### src/rtl/ibex_trace_buffer_if.sv
// RVFI capture bus plus valid/ready readout port of the trace buffer.
// master drives retirements and consumes records; slave is the buffer.
interface ibex_trace_buffer_if;
  logic        rvfi_valid;
  logic [31:0] rvfi_pc_rdata;
  logic [31:0] rvfi_insn;
  logic [4:0]  rvfi_rd_addr;
  logic [31:0] rvfi_rd_wdata;
  logic        rvfi_trap;
  logic        rvfi_intr;

  logic        rd_valid_o;
  logic        rd_ready_i;
  logic [31:0] rd_pc_o;
  logic [31:0] rd_insn_o;
  logic [4:0]  rd_addr_o;
  logic [31:0] rd_wdata_o;
  logic [1:0]  rd_flags_o;

  modport master (
    output rvfi_valid, rvfi_pc_rdata, rvfi_insn, rvfi_rd_addr, rvfi_rd_wdata,
           rvfi_trap, rvfi_intr, rd_ready_i,
    input  rd_valid_o, rd_pc_o, rd_insn_o, rd_addr_o, rd_wdata_o, rd_flags_o
  );

  modport slave (
    input  rvfi_valid, rvfi_pc_rdata, rvfi_insn, rvfi_rd_addr, rvfi_rd_wdata,
           rvfi_trap, rvfi_intr, rd_ready_i,
    output rd_valid_o, rd_pc_o, rd_insn_o, rd_addr_o, rd_wdata_o, rd_flags_o
  );
endinterface

### src/rtl/ibex_trace_buffer.sv
// Circular RVFI trace store (fill-stop / wrap / PC-trigger), FWFT readout; 1-cycle push-to-visible.
// Capture never stalls the core: a full buffer drops (fill-stop) or overwrites (wrap/trigger).
module ibex_trace_buffer #(
  parameter int unsigned Depth           = 16,
  parameter int unsigned PostTrigDefault = 4,
  parameter int unsigned DropCntWidth    = 16
) (
  input  logic                      clk_i,
  input  logic                      rst_ni,
  ibex_trace_buffer_if.slave        bus,
  input  logic [1:0]                mode_i,
  input  logic                      arm_i,
  input  logic                      clear_i,
  input  logic [31:0]               trig_pc_i,
  input  logic [$clog2(Depth):0]    trig_post_i,
  output logic [$clog2(Depth):0]    count_o,
  output logic [DropCntWidth-1:0]   dropped_o,
  output logic                      triggered_o,
  output logic                      frozen_o
);
  localparam int unsigned AW = $clog2(Depth);
  localparam int unsigned CW = AW + 1;

  localparam logic [1:0] StIdle    = 2'd0;
  localparam logic [1:0] StCapture = 2'd1;
  localparam logic [1:0] StPost    = 2'd2;
  localparam logic [1:0] StFrozen  = 2'd3;

  localparam logic [1:0] ModeOff  = 2'd0;
  localparam logic [1:0] ModeFill = 2'd1;
  localparam logic [1:0] ModeTrig = 2'd3;

  localparam logic [CW-1:0]           DepthC   = CW'(Depth);
  localparam logic [CW-1:0]           PostDefC = CW'(PostTrigDefault);
  localparam logic [CW-1:0]           CntOne   = CW'(1);
  localparam logic [AW-1:0]           PtrOne   = AW'(1);
  localparam logic [DropCntWidth-1:0] DropOne  = DropCntWidth'(1);

  typedef struct packed {
    logic [31:0] pc;
    logic [31:0] insn;
    logic [4:0]  addr;
    logic [31:0] wdata;
    logic [1:0]  flags;
  } rec_t;

  rec_t mem [Depth];
  rec_t rec_in;
  rec_t head;

  logic [1:0]              state_q;
  logic [1:0]              mode_q;
  logic [31:0]             trig_pc_q;
  logic [CW-1:0]           post_q;
  logic [CW-1:0]           rem_q;
  logic [AW-1:0]           wr_ptr_q;
  logic [AW-1:0]           rd_ptr_q;
  logic [CW-1:0]           count_q;
  logic [DropCntWidth-1:0] dropped_q;
  logic                    triggered_q;

  logic          ctrl;
  logic          empty;
  logic          full;
  logic          capture;
  logic          pop;
  logic          discard;
  logic          push;
  logic          overwrite;
  logic          trig_hit;
  logic [CW-1:0] post_sel;

  assign rec_in = '{pc:    bus.rvfi_pc_rdata,
                    insn:  bus.rvfi_insn,
                    addr:  bus.rvfi_rd_addr,
                    wdata: bus.rvfi_rd_wdata,
                    flags: {bus.rvfi_trap, bus.rvfi_intr}};

  // arm/clear take the whole cycle: no capture and no pop alongside them
  assign ctrl      = clear_i | arm_i;
  assign empty     = (count_q == '0);
  assign full      = (count_q == DepthC);
  assign capture   = bus.rvfi_valid & ((state_q == StCapture) | (state_q == StPost)) & ~ctrl;
  assign pop       = ~empty & bus.rd_ready_i & ~ctrl;
  assign discard   = capture & full & ~pop & (mode_q == ModeFill);
  assign push      = capture & ~discard;
  assign overwrite = push & full & ~pop;
  assign trig_hit  = push & (state_q == StCapture) & (mode_q == ModeTrig) &
                     (bus.rvfi_pc_rdata == trig_pc_q);

  always_comb begin
    post_sel = trig_post_i;
    if (trig_post_i == '0) begin
      post_sel = PostDefC;
    end else if (trig_post_i > DepthC) begin
      post_sel = DepthC;
    end
  end

  always_ff @(posedge clk_i or negedge rst_ni) begin
    if (!rst_ni) begin
      state_q     <= StIdle;
      mode_q      <= ModeOff;
      trig_pc_q   <= '0;
      post_q      <= '0;
      rem_q       <= '0;
      wr_ptr_q    <= '0;
      rd_ptr_q    <= '0;
      count_q     <= '0;
      dropped_q   <= '0;
      triggered_q <= 1'b0;
    end else if (clear_i) begin
      state_q     <= StIdle;
      rem_q       <= '0;
      wr_ptr_q    <= '0;
      rd_ptr_q    <= '0;
      count_q     <= '0;
      dropped_q   <= '0;
      triggered_q <= 1'b0;
    end else if (arm_i) begin
      state_q     <= (mode_i == ModeOff) ? StIdle : StCapture;
      mode_q      <= mode_i;
      trig_pc_q   <= trig_pc_i;
      post_q      <= post_sel;
      rem_q       <= '0;
      wr_ptr_q    <= '0;
      rd_ptr_q    <= '0;
      count_q     <= '0;
      dropped_q   <= '0;
      triggered_q <= 1'b0;
    end else begin
      if (push) begin
        wr_ptr_q <= wr_ptr_q + PtrOne;
      end
      // an overwrite retires the oldest record, so the head moves with the tail
      if (pop || overwrite) begin
        rd_ptr_q <= rd_ptr_q + PtrOne;
      end
      if (push && !pop && !full) begin
        count_q <= count_q + CntOne;
      end else if (pop && !push) begin
        count_q <= count_q - CntOne;
      end
      if ((discard || overwrite) && (dropped_q != '1)) begin
        dropped_q <= dropped_q + DropOne;
      end
      if (trig_hit) begin
        triggered_q <= 1'b1;
      end
      if (discard) begin
        state_q <= StFrozen;
      end else if (trig_hit) begin
        rem_q   <= post_q;
        state_q <= (post_q == '0) ? StFrozen : StPost;
      end else if (push && (state_q == StPost)) begin
        rem_q <= rem_q - CntOne;
        if (rem_q == CntOne) begin
          state_q <= StFrozen;
        end
      end
    end
  end

  always_ff @(posedge clk_i) begin
    if (push) begin
      mem[wr_ptr_q] <= rec_in;
    end
  end

  assign head = mem[rd_ptr_q];

  assign bus.rd_valid_o = ~empty;
  assign bus.rd_pc_o    = empty ? '0 : head.pc;
  assign bus.rd_insn_o  = empty ? '0 : head.insn;
  assign bus.rd_addr_o  = empty ? '0 : head.addr;
  assign bus.rd_wdata_o = empty ? '0 : head.wdata;
  assign bus.rd_flags_o = empty ? '0 : head.flags;

  assign count_o     = count_q;
  assign dropped_o   = dropped_q;
  assign triggered_o = triggered_q;
  assign frozen_o    = (state_q == StFrozen);
endmodule
### src/flat_wrapper.sv
// flat-port wrapper written by rule: the top's interface ports become plain ports
module ibex_trace_buffer_flat 
#(
  parameter int unsigned Depth           = 16,
  parameter int unsigned PostTrigDefault = 4,
  parameter int unsigned DropCntWidth    = 16
)
  (clk_i, rst_ni, mode_i, arm_i, clear_i, trig_pc_i, trig_post_i, count_o, dropped_o, triggered_o, frozen_o, bus_rvfi_valid, bus_rvfi_pc_rdata, bus_rvfi_insn, bus_rvfi_rd_addr, bus_rvfi_rd_wdata, bus_rvfi_trap, bus_rvfi_intr, bus_rd_ready_i, bus_rd_valid_o, bus_rd_pc_o, bus_rd_insn_o, bus_rd_addr_o, bus_rd_wdata_o, bus_rd_flags_o);
  ibex_trace_buffer_if bus_i ();
  input  logic clk_i;
  input  logic rst_ni;
  input  logic [1:0] mode_i;
  input  logic arm_i;
  input  logic clear_i;
  input  logic [31:0] trig_pc_i;
  input  logic [$clog2(Depth):0] trig_post_i;
  output logic [$clog2(Depth):0] count_o;
  output logic [DropCntWidth-1:0] dropped_o;
  output logic triggered_o;
  output logic frozen_o;
  input wire logic [$bits(bus_i.rvfi_valid)-1:0] bus_rvfi_valid;
  input wire logic [$bits(bus_i.rvfi_pc_rdata)-1:0] bus_rvfi_pc_rdata;
  input wire logic [$bits(bus_i.rvfi_insn)-1:0] bus_rvfi_insn;
  input wire logic [$bits(bus_i.rvfi_rd_addr)-1:0] bus_rvfi_rd_addr;
  input wire logic [$bits(bus_i.rvfi_rd_wdata)-1:0] bus_rvfi_rd_wdata;
  input wire logic [$bits(bus_i.rvfi_trap)-1:0] bus_rvfi_trap;
  input wire logic [$bits(bus_i.rvfi_intr)-1:0] bus_rvfi_intr;
  input wire logic [$bits(bus_i.rd_ready_i)-1:0] bus_rd_ready_i;
  output wire logic [$bits(bus_i.rd_valid_o)-1:0] bus_rd_valid_o;
  output wire logic [$bits(bus_i.rd_pc_o)-1:0] bus_rd_pc_o;
  output wire logic [$bits(bus_i.rd_insn_o)-1:0] bus_rd_insn_o;
  output wire logic [$bits(bus_i.rd_addr_o)-1:0] bus_rd_addr_o;
  output wire logic [$bits(bus_i.rd_wdata_o)-1:0] bus_rd_wdata_o;
  output wire logic [$bits(bus_i.rd_flags_o)-1:0] bus_rd_flags_o;
  assign bus_i.rvfi_valid = bus_rvfi_valid;
  assign bus_i.rvfi_pc_rdata = bus_rvfi_pc_rdata;
  assign bus_i.rvfi_insn = bus_rvfi_insn;
  assign bus_i.rvfi_rd_addr = bus_rvfi_rd_addr;
  assign bus_i.rvfi_rd_wdata = bus_rvfi_rd_wdata;
  assign bus_i.rvfi_trap = bus_rvfi_trap;
  assign bus_i.rvfi_intr = bus_rvfi_intr;
  assign bus_i.rd_ready_i = bus_rd_ready_i;
  assign bus_rd_valid_o = bus_i.rd_valid_o;
  assign bus_rd_pc_o = bus_i.rd_pc_o;
  assign bus_rd_insn_o = bus_i.rd_insn_o;
  assign bus_rd_addr_o = bus_i.rd_addr_o;
  assign bus_rd_wdata_o = bus_i.rd_wdata_o;
  assign bus_rd_flags_o = bus_i.rd_flags_o;
  ibex_trace_buffer #(.Depth(Depth), .PostTrigDefault(PostTrigDefault), .DropCntWidth(DropCntWidth)) u_core (.clk_i(clk_i), .rst_ni(rst_ni), .bus(bus_i), .mode_i(mode_i), .arm_i(arm_i), .clear_i(clear_i), .trig_pc_i(trig_pc_i), .trig_post_i(trig_post_i), .count_o(count_o), .dropped_o(dropped_o), .triggered_o(triggered_o), .frozen_o(frozen_o));
endmodule
### config.mk
export PLATFORM = sky130hd
export DESIGN_NAME = ibex_trace_buffer_flat
export DESIGN_NICKNAME = d
export VERILOG_FILES = /design/src/rtl/ibex_trace_buffer_if.sv /design/src/rtl/ibex_trace_buffer.sv /design/src/flat_wrapper.sv
export SDC_FILE = /design/constraint.sdc
export NUM_CORES = 1
export LEC_CHECK = 0
export BUFFER_PORTS_ARGS = -buffer_cell sky130_fd_sc_hd__clkbuf_2
export CAP_MARGIN = 20
export CORE_MARGIN = 1
export CORE_UTILIZATION = 45
export DETAILED_ROUTE_END_ITERATION = 10
export PLACE_DENSITY = 0.69
export SLEW_MARGIN = 20
export SYNTH_ARGS = -nofsm -noshare
export SYNTH_HDL_FRONTEND = slang
export SYNTH_SLANG_ARGS = --single-unit
### constraint.sdc
create_clock -name clk_i -period 6.4 [get_ports clk_i]
set_input_delay 0.96 -clock clk_i [delete_from_list [all_inputs] [get_ports clk_i]]
set_output_delay 0.96 -clock clk_i [all_outputs]
set_load 0.01 [all_outputs]
==> flow_summary.ini <==
[run_status]
outcome = completed

[yosys]
yosys.area.top_type = edfxtp_1
synth_top_cell_area_share = 0.740
synthArstFlopShare = 0.0441
synth_area_per_cell_sq_um = 23.3
yosysUniqueCellTypes = 57
synthCells = 2873
synth_most_common_cell = edfxtp_1
yosys_warnings = 0
synthesis.nets = 3037
synth-main-ff-cell = edfxtp_1
synth_common_cells = 1648 x edfxtp_1, 515 x mux4_2, 128 x nand2_1, 115 x and2_1, 81 x clkbuf_1
syn_area_sq_mm = 0.0669
ys_ff_latch = 1724
yosysSeqAreaShare = 0.769
synth.area.top_cells = edfxtp_1 74%, mux4_2 17%, dfrtp_1 2.8%
synth_edf_count = 1648

[finish]
fill_cells = 11200
stdcell_area_sq_mm = 0.0763
syn2layout_area_growth_pct = 14.1
fin_nets = 3387
drive_gt1_frac = 0.334
final_core_util = 0.516

[sta]
period_share = 0.763
fmax_mhz = 205
clock_skew_ns = 0.0242
period_minus_slack_ns = 4.88
fin_setup_tns_ns = 0
tightestPinTransition_ns = 1.10
final-setup-viol-count = 0
slew_headroom = 0.265
fin_hold_ws_ns = 0.199
hold_viol = 0
finalMaxSlewViolations = 0
rsz0062_at_grt = false

[clock_network]
cts.clk_slew.worst_paths_ns = 0.06
clk_path_buf_depth = 3
cts_hold_repair.buffers = 0
post_cts_resized = 0
cts_sinks = 1724
cts_tree = done
clock_latency_ns = 0.80
root_buffer = clkbuf_16
cts_setup_buffers = 0
htreeDepth = 4
numCtsBuffers = 172

[floorplanning]
initial_core_util = 0.453
die_area_sq_mm = 0.150
die_w_um = 387
core-area_sq_mm = 0.148
dieHeight_um = 387
rows = 141
ios = 275

[detailed_routing]
via_count = 30700
ant_nets = 0
routed_wl_um = 151000
route.detailed.drc = 0
first_pass_iters = 5
viasPerCell = 5.80
wl_per_cell_um = 28.5
drt-initial-drc-count = 3160

[placed_design]
gp_congestion = 0.785
port-buffer-count = 274
hpwl_um = 76200
placed_cell_area_sq_mm = 0.0706

[power_and_ir_drop]
powerDensity_mw_per_mm2 = 307
ir_drop_uv = 241
leakage_nw = 24.0

[hold_path]
hp-class = input port to async pin

[critical_path]
crit_path_cell_trace = buf_4, mux4_2, mux4_2, and2_1, clkbuf_2
crit_path_start_kind = register
worstPathArrival_ns = 3.92
criticalPathCategory = register to output pin
cp-end-kind = output pin
cpMostUsedCell = mux4_2
reg2reg_depth = 8
slowest_stage = dfrtp_4
cp_max_fo = 34
cp.required_ns = 5.44
slowest_delay_ns = 0.92

[global_route]
gr-usage-all-layers = 0.203
gr-total-overflow = 0
grt_max_degree = 92
grt_antenna_before_repair = 7
grt_pass1_vias = 32000
grt_pass1_wl_um = 220000

[job]
maxCapViolCount = 0
[critical path, delay by kind of cell (launching register included)]
kind                   cells  cell delay, ns
flip-flops                 1            0.92
AND/OR/NAND/NOR            1            0.19
multiplexers               2            1.15
buffers and inverters      2            0.79
[layout by cell type (no fill, tap or decap), types with 5 or more instances in the layout]
cell type / Yosys / layout
clkinv_2: 0 / 39
buf_12: 0 / 30
nor2_1: 28 / 28
inv_6: 0 / 6
clkbuf_2: 0 / 273
o21ai_0: 7 / 7
nand2_1: 128 / 128
nand4_1: 20 / 20
nand3_1: 12 / 12
and2_4: 0 / 8
and3_1: 10 / 6
inv_1: 6 / 6
ha_1: 15 / 15
clkbuf_16: 0 / 177
clkinv_1: 0 / 29
mux4_2: 515 / 515
clkbuf_1: 81 / 35
xor2_1: 12 / 12
buf_4: 8 / 19
edfxtp_1: 1648 / 1648
xnor2_1: 37 / 37
a21oi_1: 10 / 10
clkinvlp_4: 0 / 7
or4_1: 5 / 5
mux2i_1: 7 / 7
nor3_1: 7 / 7
mux2_1: 5 / 5
and2_1: 115 / 107
o211ai_1: 8 / 8
bufinv_16: 0 / 17
dfrtp_1: 76 / 72
or3_1: 5 / 5
[where the power goes]
group	switching [W]	internal (W)	leakage [nW]
Sequential	0.0000364	0.0124	15.8
Combinational	0.000587	0.000325	5.39
Clock	0.00424	0.00580	2.77
[worst paths after layout]
kind / startpoint / to / slack, ns
max: u_core.rd_ptr_q[0]$_DFFE_PN0P_ / bus_rd_insn_o[30] / 1.52
min: rst_ni / u_core.dropped_o[0]$_DFFE_PN0P_ / 0.20
max reg2reg: u_core.state_q[0]$_DFFE_PN0P_ / u_core.mem[6][25]$_DFFE_PP_ / 2.67
min reg2reg: u_core.post_q[4]$_DFFE_PN0P_ / u_core.post_q[4]$_DFFE_PN0P_ / 0.49
max in group asynchronous: rst_ni / u_core.rd_ptr_q[1]$_DFFE_PN0P_ / 5.64
min in group clk_i: trig_pc_i[15] / u_core.trig_pc_q[15]$_DFFE_PN0P_ / 0.34
[metrics by stage]
step	power [W]	std cells	worst slack, ns
floorplan	0.0131	2873	1.70
global placement	0.0136	4979	2.31
detailed placement	0.0136	4979	2.30
CTS	0.0236	5299	1.36
global route	0.0241	5301	1.31
finish	0.0234	5303	1.52
[layer usage]
layer	up-vias	track usage	wire [um]
met1	16600	0.282	63300
met5	-	0	34
met2	1121	0.328	74500
met4	6	0.0585	3290
li1	12800	-	-
met3	194	0.0387	10000
[sequential cells by signal (all words and copies together) (netlist names), 2 cells and up]
| register | cells |
|---|---|
| u_core.trig_pc_q | 32 |
| u_core.mode_q | 2 |
| u_core.rem_q | 5 |
| u_core.state_q | 2 |
| u_core.mem | 1648 |
| u_core.count_o | 5 |
| u_core.post_q | 5 |
| u_core.rd_ptr_q | 4 |
| u_core.dropped_o | 16 |
| u_core.wr_ptr_q | 4 |
[cell type report]
cell class	instances	area, sq um	area share
multi-input cells	995	14600	0.192
clock inverters	106	1060	0.0139
flip-flops and latches	1724	51400	0.674
diodes	4	10.0	0.000131
inverters	7	28.8	0.000377
clock buffers	214	4580	0.0601
repair buffers	323	2120	0.0278
well taps	1930	2410	0.0317
[cells by family after synthesis]
logic type               count (synthesis)  share of synthesized area
buffers and inverters                  154                     0.0132
XOR/XNOR                                49                    0.00642
adder cells (fa/ha/maj)                 16                    0.00311
multiplexers                           527                      0.175
AND/OR/NAND/NOR                        357                     0.0284
flip-flops                            1724                      0.769
AO/OA/AOI/OAI                           46                    0.00479
No activity file was read; power rests on OpenSTA's default activity.
